**src/rtl/ether_pkg.sv**
```systemverilog
// ether_pkg: shared FSM states and RMII preamble/SFD constants for ether_rx.
package ether_pkg;
   typedef enum logic [1:0] {IDLE, PREAMBLE, DATA, BAD} state_t;
   localparam logic [4:0] PREAMBLE_LEN   = 5'd31;
   localparam logic [1:0] PREAMBLE_DIBIT = 2'b01;
   localparam logic [1:0] SFD_LAST       = 2'b11;
endpackage

```
**src/rtl/ether_rx.sv**
```systemverilog
// ether_rx: RMII receive front end; strips preamble/SFD and streams payload dibits.
module ether_rx
   import ether_pkg::*;
(
   input  logic       clk,
   input  logic       rst,
   input  logic       crsdv,
   input  logic [1:0] rxd,
   output logic       axiov,
   output logic [1:0] axiod
);
   state_t     state;
   logic [4:0] cnt;
   always_ff @(posedge clk or negedge rst)
      if (!rst) begin
         state <= IDLE;
         cnt   <= 5'd0;
         axiov <= 1'b0;
         axiod <= 2'b00;
      end else begin
         axiov <= 1'b0;
         case (state)
            IDLE: if (crsdv) begin
               state <= (rxd == PREAMBLE_DIBIT) ? PREAMBLE : BAD;
               cnt   <= 5'd1;
            end
            PREAMBLE:
               if (!crsdv) state <= IDLE;
               else if (cnt < PREAMBLE_LEN) begin
                  if (rxd == PREAMBLE_DIBIT) cnt <= cnt + 5'd1;
                  else state <= BAD;
               end else state <= (rxd == SFD_LAST) ? DATA : BAD;
            DATA:
               if (crsdv) begin
                  axiov <= 1'b1;
                  axiod <= rxd;
               end else state <= IDLE;
            BAD: if (!crsdv) state <= IDLE;
            default: state <= IDLE;
         endcase
      end
endmodule

```
**config.mk**
```make
export PLATFORM = sky130hd
export DESIGN_NAME = ether_rx
export DESIGN_NICKNAME = d
export VERILOG_FILES = /design/src/rtl/ether_pkg.sv /design/src/rtl/ether_rx.sv
export SDC_FILE = /design/constraint.sdc
export NUM_CORES = 1
export LEC_CHECK = 0
export BUFFER_PORTS_ARGS = -buffer_cell sky130_fd_sc_hd__buf_2
export CAP_MARGIN = 30
export CORE_AREA = 2 2 39 41
export CTS_CLUSTER_SIZE = 10
export DETAILED_ROUTE_END_ITERATION = 8
export DIE_AREA = 0 0 41 43
export MAX_ROUTING_LAYER = met4
export SYNTH_ARGS = -nofsm -noshare
export SYNTH_HDL_FRONTEND = slang
export SYNTH_SLANG_ARGS = --single-unit
```
**constraint.sdc**
```tcl
create_clock -name clk -period 3.88 [get_ports clk]
set_clock_uncertainty 0.15 [all_clocks]
set_input_delay 0.194 -clock clk [delete_from_list [all_inputs] [get_ports clk]]
set_output_delay 0.194 -clock clk [all_outputs]
set_load 0.005 [all_outputs]
```
**Yosys cells after proc, flatten, opt, wreduce, memory -nomap -nowiden**

Cells that the tools add are included.

- Multiplexer cells: 15
- Magnitude comparators: 1
- Equal/unequal tests: 11
- $add $sub $neg: 1
- Reduce and logical (&&, ||, !) cells: 6

Operators by type and width:

| cell | count |
|---|---|
| 2-to-1 mux 5 bit | 4 |
| 2-to-1 mux 2 bit | 6 |
| != test 2 bit (second input constant) | 5 |
| case mux 5 bit (2 select lines) | 1 |
| equality test 2 bit (second input constant) | 3 |
| case mux 2 bit (3 select lines) | 1 |
| adder 5 x 1 -> 5 bit (second input constant) | 1 |
| less-than comparator 5 bit (second input constant) | 1 |
| AND reduction 5 bit | 1 |
| equality test 2 x 1 -> 1 bit (second input constant) | 2 |
| != test 4 bit (second input constant) | 1 |
| 2-to-1 mux 1 bit | 3 |
| AND reduction 3 bit | 1 |
| zero test 2 bit | 1 |
| AND reduction 2 bit | 1 |
| nonzero test 2 bit | 1 |
| OR reduction 2 bit | 1 |

- Bits in registers: 10
- Output and inout port bits: 3
- Word-level logic and storage cells: 38
- Input port bits: 5

**Longest topological paths before layout**

Gate-level depths: netlist (run 1).

- Depth after elaboration: 5
- Mapped depth: 4
- Gate-level depth less buffers: 4

**Worst setup path before layout (run 1)**

Ideal clock, no wire load.

- Path type: register to register
- From: register cnt[0]
- To: register cnt[4]
- Slack: 2.381 ns
- Cell stages (with the launch flop): 5
- Period minus slack after synthesis: 1.499 ns
- Path buffers: 0
- Required time: 3.648 ns
- Arrival: 1.268 ns
- Library setup time: 0.082 ns
- Cell sequence: dfrtp_1 -> ha_1 -> and3_1 -> or3b_1 -> a31oi_1

- Cells in the longest elaborated chain, start to end: 5
- Elaborated cells between the ends (all ways): 8
- Classes of those cells: 1 x add/sub; 1 x order compare; 1 x eq/ne; 4 x mux; 1 x reduce/logical

RTL lines:

| what | RTL line | text |
|---|---|---|
| start, declared | ether_rx.sv:13 | `logic [4:0] cnt;` |
| start signal, assigned | ether_rx.sv:30 | `if (rxd == PREAMBLE_DIBIT) cnt <= cnt + 5'd1;` |
| adder 5 x 1 -> 5 bit | ether_rx.sv:30 |  |
| 2-to-1 mux 5 bit | ether_rx.sv:30 |  |
| 2-to-1 mux 5 bit | ether_rx.sv:29 | `else if (cnt < PREAMBLE_LEN) begin` |
| 2-to-1 mux 5 bit | ether_rx.sv:28 | `if (!crsdv) state <= IDLE;` |
| case mux 5 bit (2 select lines) | ether_rx.sv:22 | `case (state)` |

Several ways; a longest one is shown, not always the timed one. The select of a mux whose other input is x is not followed.
A chain may end at the register's enable or synchronous reset.

**Worst setup path in the final report (run 1)**

Same ends and word-level chain as after synthesis.

==> results of run 1 <==
through the flow:
| step | setup slack [ns] | hold WS (ns) | util, % | instance area, um2 | cells |
|---|---|---|---|---|---|
| after global placement | 2.36 | -0.0810 | 42.1 | 583 | 72 |
| after detailed placement | 2.33 | -0.0771 | 42.1 | 583 | 72 |
| final | 2.31 | 0.0582 | 45.5 | 629 | 77 |
| after global routing | 2.22 | 0.0597 | 45.5 | 629 | 77 |
| after floorplan | 2.38 | -0.252 | - | 533 | 50 |
| after CTS | 2.31 | 0.0504 | 45.5 | 629 | 77 |
registers in the layout, summed over array words and instances, names as in the netlist:
name   cells
axiod      2
state      2
axiov      1
cnt        5
area by class of cell:
type	instances	area, um2
clock buffers	4	36.3
flip-flops and latches	10	250
fillers	133	754
inverters	3	11.3
repair buffers	8	45.0
multi-input cells	36	267
well taps	16	20.0
how the worst max path moves through the flow:
stage                      start      to  slack [ns]  cells after the start
after global routing      cnt[0]  cnt[4]        2.22                      4
after detailed placement  cnt[0]  cnt[4]        2.33                      4
after floorplan           cnt[0]  cnt[4]        2.38                      4
final                     cnt[0]  cnt[4]        2.31                      4
after CTS                 cnt[0]  cnt[4]        2.31                      4
after global placement    cnt[0]  cnt[4]        2.36                      4
what timing repair did:
item | 4_1_cts | 5_1_grt
setup endpoints to repair | 0 | 0
hold endpoints to repair | 10 | 0
hold buffers | 1 | 0
cell families after synthesis:
family | synth area share (%)
DFF | 46.9
muxes | 4.23
AOI/OAI and AO/OA | 20.7
buffers and inverters | 3.05
adders and majority gates | 2.35
and+or+nand+nor | 22.8
where the power goes:
group	switching (W)	internal (W)	leakage [nW]	total [W]
Sequential	0.00000754	0.000113	0.126	0.000121
Clock	0.0000386	0.0000571	0.0210	0.0000957
Combinational	0.0000155	0.0000171	0.130	0.0000326
placed cells by master (no fill, tap or decap), types with 2 or more instances in the layout:
cell / count
dfrtp_1: 10
buf_2: 7
inv_1: 3
nand2b_1: 3
and3_1: 3
nand2_1: 3
clkbuf_4: 3
mux2_2: 2
nand4_1: 2
o21ai_0: 2
o2111ai_1: 2
a31oi_1: 2
routing by layer:
| metal | vias to the layer above | wire, um |
|---|---|---|
| met4 | 0 | 25 |
| met2 | 6 | 469 |
| met3 | 3 | 28 |
| li1 | 216 | - |
| met1 | 188 | 512 |
| met5 | - | 0 |
==> impl_metrics.yaml, run 1 <==
run_status:
  status: "complete, no violations"
yosys:
  synth_area_um2: 533
  avgSynthCellArea_um2: 10.7
  synth_top_area_share_pct: 46.9
  ys.flop_type: "dfrtp_1"
  ys_types: 28
  synth_edf_count: 0
  yosys_warnings: 0
  async_flop_share_pct: 100
  synth_top_cells_by_area: "dfrtp_1 (47%), mux2_2 (4.2%), and3_1 (3.5%)"
  synth.most_common_cell: "dfrtp_1"
  ys_seq_elements: 10
  synth_cells: 50
  synth_top_area_cell: "dfrtp_1"
  ys_seq_area_share_pct: 46.9
  synth_fp_nets: 56
  synth_common_cells: "dfrtp_1 (10), and3_1 (3), inv_1 (3), nand2_1 (3), nand2b_1 (3)"
grt:
  gr-usage-met1_pct: 17.8
  globalRoute.busiestLayer: "met2"
  grt_max_degree: 11
  grt_pass1_wl_um: 1640
  met2_usage_pct: 20.0
  grt_pass1_vias: 407
  antenna_found_initial: 0
  overflow: 0
  grt_use_met3_pct: 4.71
  grt_usage_pct: 15.3
setup_path:
  crit_slowest_cell: "dfrtp_1"
  critical_path_class: "reg -> reg"
  start_kind: "register"
  critPathBufInv: 0
  path_max_fanout: 5
  r2r_slack_ns: 2.31
  worstPathArrival_ns: 1.62
  cp.required_ns: 3.93
  crit_chain: "ha_1 -> and3_1 -> or3b_1 -> a31oi_1"
  reg2regPathDepth: 4
  critPathMaxStageDelay_ns: 0.42
  r2r_end: "cnt[4]"
  cp_top_family: "simple AND/OR/NAND/NOR gates"
  r2r-start: "cnt[0]"
  cp-end-kind: "register"
timing:
  maxSlewHeadroom_pct: 73.8
  fmax_ghz: 0.638
  finalSetupTns_ns: 0
  fin_crit_sh_pct: 40.4
  finalHoldViolations: 0
  rsz0062_at_grt: "false"
  slew_viol_final: 0
  setup_violations: 0
  fin_crit_ns: 1.57
  worstMarginPinSlew_ns: 0.382
run:
  cap_violations: 0
clocking:
  postCtsSetupRepairBufs: 0
  path_clk_slew_ns: 0.07
  root_buffer: "clkbuf_4"
  clock_path_buffers: 2
  cts_sinks: 10
  cts_resized: 0
  h-tree-depth: 1
  cts_tree: "done"
  clock_latency_ns: 0.27
  cts_buffers: 3
power:
  p_leak_nw: 0.277
  power.density_nw_per_um2: 396
  ir_worst_vdd_mv: 0.276
  finalPower_w: 0.000249
placement:
  hpwlAfterDp_um: 738
  io_buffers: 7
  place_congestion: 0.753
die:
  die_h_um: 43
  die_area_um2: 1760
  fp-row-count: 14
  num_io_pins: 8
  coreArea_um2: 1380
  die_w_um: 41
  start_util_pct: 38.5
layout:
  final_nets: 68
  area_delta_synth_final_pct: 18.1
  drive_gt1_share_pct: 24.6
  num_antenna_cells: 0
route:
  vias: 413
  drc: 0
  viasPerCell: 5.36
  ant_nets: 0
  totalWireLength_um: 1040
  firstDrtPassIters: 3
  routedWlPerCell_um: 13.5
  drt_iter0_markers: 10
hold_path:
  hold_depth: 2
  holdPathEnd: "axiod[1]"
  min_path_type: "in -> reg"
  min_from: "rxd[1]"
No activity file was read; power rests on OpenSTA's default activity.
==> inputs of run 2 (changes only) <==
- ABC_AREA: default -> 1
- clock period: 3.88 -> 1.5 ns (I/O delays scaled with it)
==> impl_metrics.yaml, run 2 <==
run_status:
  status: "complete, no violations"
grt:
  grt_usage_pct: 16.5
  grt_max_degree: 11
  overflow: 0
  grt_pass1_wl_um: 1890
  antenna_found_initial: 0
  grt_pass1_vias: 460
timing:
  setup_violations: 0
  finalSetupTns_ns: 0
  slew_viol_final: 0
  rsz0062_at_grt: "false"
  fmax_ghz: 0.762
  finalHoldViolations: 0
  fin_crit_sh_pct: 87.5
  maxSlewHeadroom_pct: 84.3
  fin_crit_ns: 1.31
  worstMarginPinSlew_ns: 0.236
setup_path:
  start_kind: "register"
  path_max_fanout: 3
  cp-end-kind: "register"
  critical_path_class: "reg -> reg"
  worstPathArrival_ns: 1.32
  cp.required_ns: 1.50
route:
  ant_nets: 0
  drc: 0
  totalWireLength_um: 1070
  routedWlPerCell_um: 9.69
  firstDrtPassIters: 5
  viasPerCell: 4.58
  drt_iter0_markers: 11
  vias: 504
yosys:
  ys_seq_area_share_pct: 42.3
  synth_area_um2: 592
  synth.most_common_cell: "nand2_1"
  yosys_warnings: 0
  ys_types: 16
  synth_top_area_share_pct: 42.3
  async_flop_share_pct: 100
  avgSynthCellArea_um2: 7.49
  synth_edf_count: 0
  synth_fp_nets: 85
  synth_top_cells_by_area: "dfrtp_1 (42%), nand2_1 (17%), inv_1 (9.5%)"
  ys_seq_elements: 10
  synth_top_area_cell: "dfrtp_1"
  synth_common_cells: "nand2_1 (27), inv_1 (15), dfrtp_1 (10)"
  synth_cells: 79
  ys.flop_type: "dfrtp_1"
clocking:
  cts_sinks: 10
  root_buffer: "clkbuf_4"
  postCtsSetupRepairBufs: 0
  path_clk_slew_ns: 0.07
  clock_path_buffers: 2
  cts_buffers: 3
  cts_tree: "done"
  clock_latency_ns: 0.26
  h-tree-depth: 1
layout:
  largest_register_ffs: 5
  most-common-layout-cells: "nand2_1 (27), inv_1 (15), dfrtp_1 (10), buf_2 (7), nor2_1 (6)"
  fill_cells: 130
  final_nets: 101
  num_antenna_cells: 0
  fin_area_um2: 723
  top_register: "cnt"
  mostFrequentLayoutCell: "nand2_1"
  ff_latch_area_um2: 250
  multi_input_area_um2: 285
  drive_gt1_share_pct: 22.3
  reg_top3: "cnt (5), axiod (2), state (2)"
  area_delta_synth_final_pct: 22.2
placement:
  io_buffers: 7
  place_congestion: 0.828
  hpwlAfterDp_um: 804
  postPlaceCellArea_um2: 647
die:
  num_io_pins: 8
  die_h_um: 43
  die_area_um2: 1760
  die_w_um: 41
  coreArea_um2: 1380
  start_util_pct: 42.8
  fp-row-count: 14
run:
  cap_violations: 0
power:
  p_leak_nw: 0.429
  power.density_nw_per_um2: 1480
  ir_worst_vdd_mv: 0.907
hold_path:
  min_path_type: "in -> async"
run 2: cell count changes after synthesis, moves of 3 or more:
cell,delta
and3_1,-3
inv_1,+12
nand2_1,+24
nand2b_1,-3
nand3_1,+3
nand3_2,+3
nor2_1,+5
run 2: per-stage QoR:
step | utilization, % | worst slack (ns) | hold WS, ns | std cells | power, W
2_1_floorplan | - | 0.274 | -0.371 | 79 | 0.000733
3_3_place_gp | 46.7 | 0.220 | -0.196 | 102 | 0.000836
3_5_place_dp | 46.7 | 0.206 | -0.197 | 102 | 0.000832
4_1_cts | 52.3 | 0.185 | 0.0554 | 110 | 0.00109
5_1_grt | 52.3 | 0.0830 | 0.0833 | 110 | 0.00119
6_report | 52.3 | 0.188 | 0.0540 | 110 | 0.00107
run 2: worst paths after layout:
check	start	to	slack, ns	cells after the start
max in group asynchronous	rst	state[0]	0.95	2
worst min register to register	axiod[0]	axiod[0]	0.34	2
worst max-delay path	cnt[0]	cnt[4]	0.19	9
worst min-delay path	rst	cnt[3]	0.05	2
min in group clk	axiod[0]	axiod[0]	0.34	2
worst max register to register	cnt[0]	cnt[4]	0.19	9
run 2: timing repair:
| item | 4_1_cts | 5_1_grt |
|---|---|---|
| gates resized for setup | 0 | 0 |
| endpoints found under the hold margin | 13 | 0 |
| hold buffers | 4 | 0 |
run 2: logic make-up (layout without fill, tap and decap cells):
kind of cell	count (synthesis)	count (layout)	share of synthesized area (%)
AO/OA/AOI/OAI	6	6	6.55
XOR/XNOR	1	1	1.48
adder cells (fa/ha/maj)	1	1	2.11
buffers and inverters	15	30	9.51
flip-flops	10	10	42.3
AND/OR/NAND/NOR	46	46	38.1
run 2: final cells by class:
class | instances | area share (%)
Timing Repair Buffer | 11 | 10.4
Multi-Input combinational cell | 54 | 39.4
Clock buffer | 4 | 5.02
Sequential cell | 10 | 34.6
Tap cell | 16 | 2.77
Inverter | 15 | 7.79
run 2: worst max-delay path: stages (launching register included):
cell and delay (ns):
dfrtp_1 0.40, ha_1 0.21, nand2_1 0.06, inv_1 0.05
nand2_1 0.06, nand2_1 0.05, nand2_1 0.05, nor2_1 0.04
nand3_1 0.07, nand2_1 0.05
run 2: per-layer routing:
metal / global-route usage [%] / part of all wire, % / up-vias
met5: - / 0 / -
met4: 10.0 / 1.8 / 0
met3: 3.14 / 3.8 / 2
met2: 20.9 / 44 / 11
met1: 23.5 / 51 / 218
li1: - / - / 273
run 2: report_power, final:
part           switching, W  internal [W]  leakage (nW)
clock network     0.0000937      0.000147        0.0210
registers         0.0000593      0.000353         0.129
logic              0.000257      0.000162         0.279
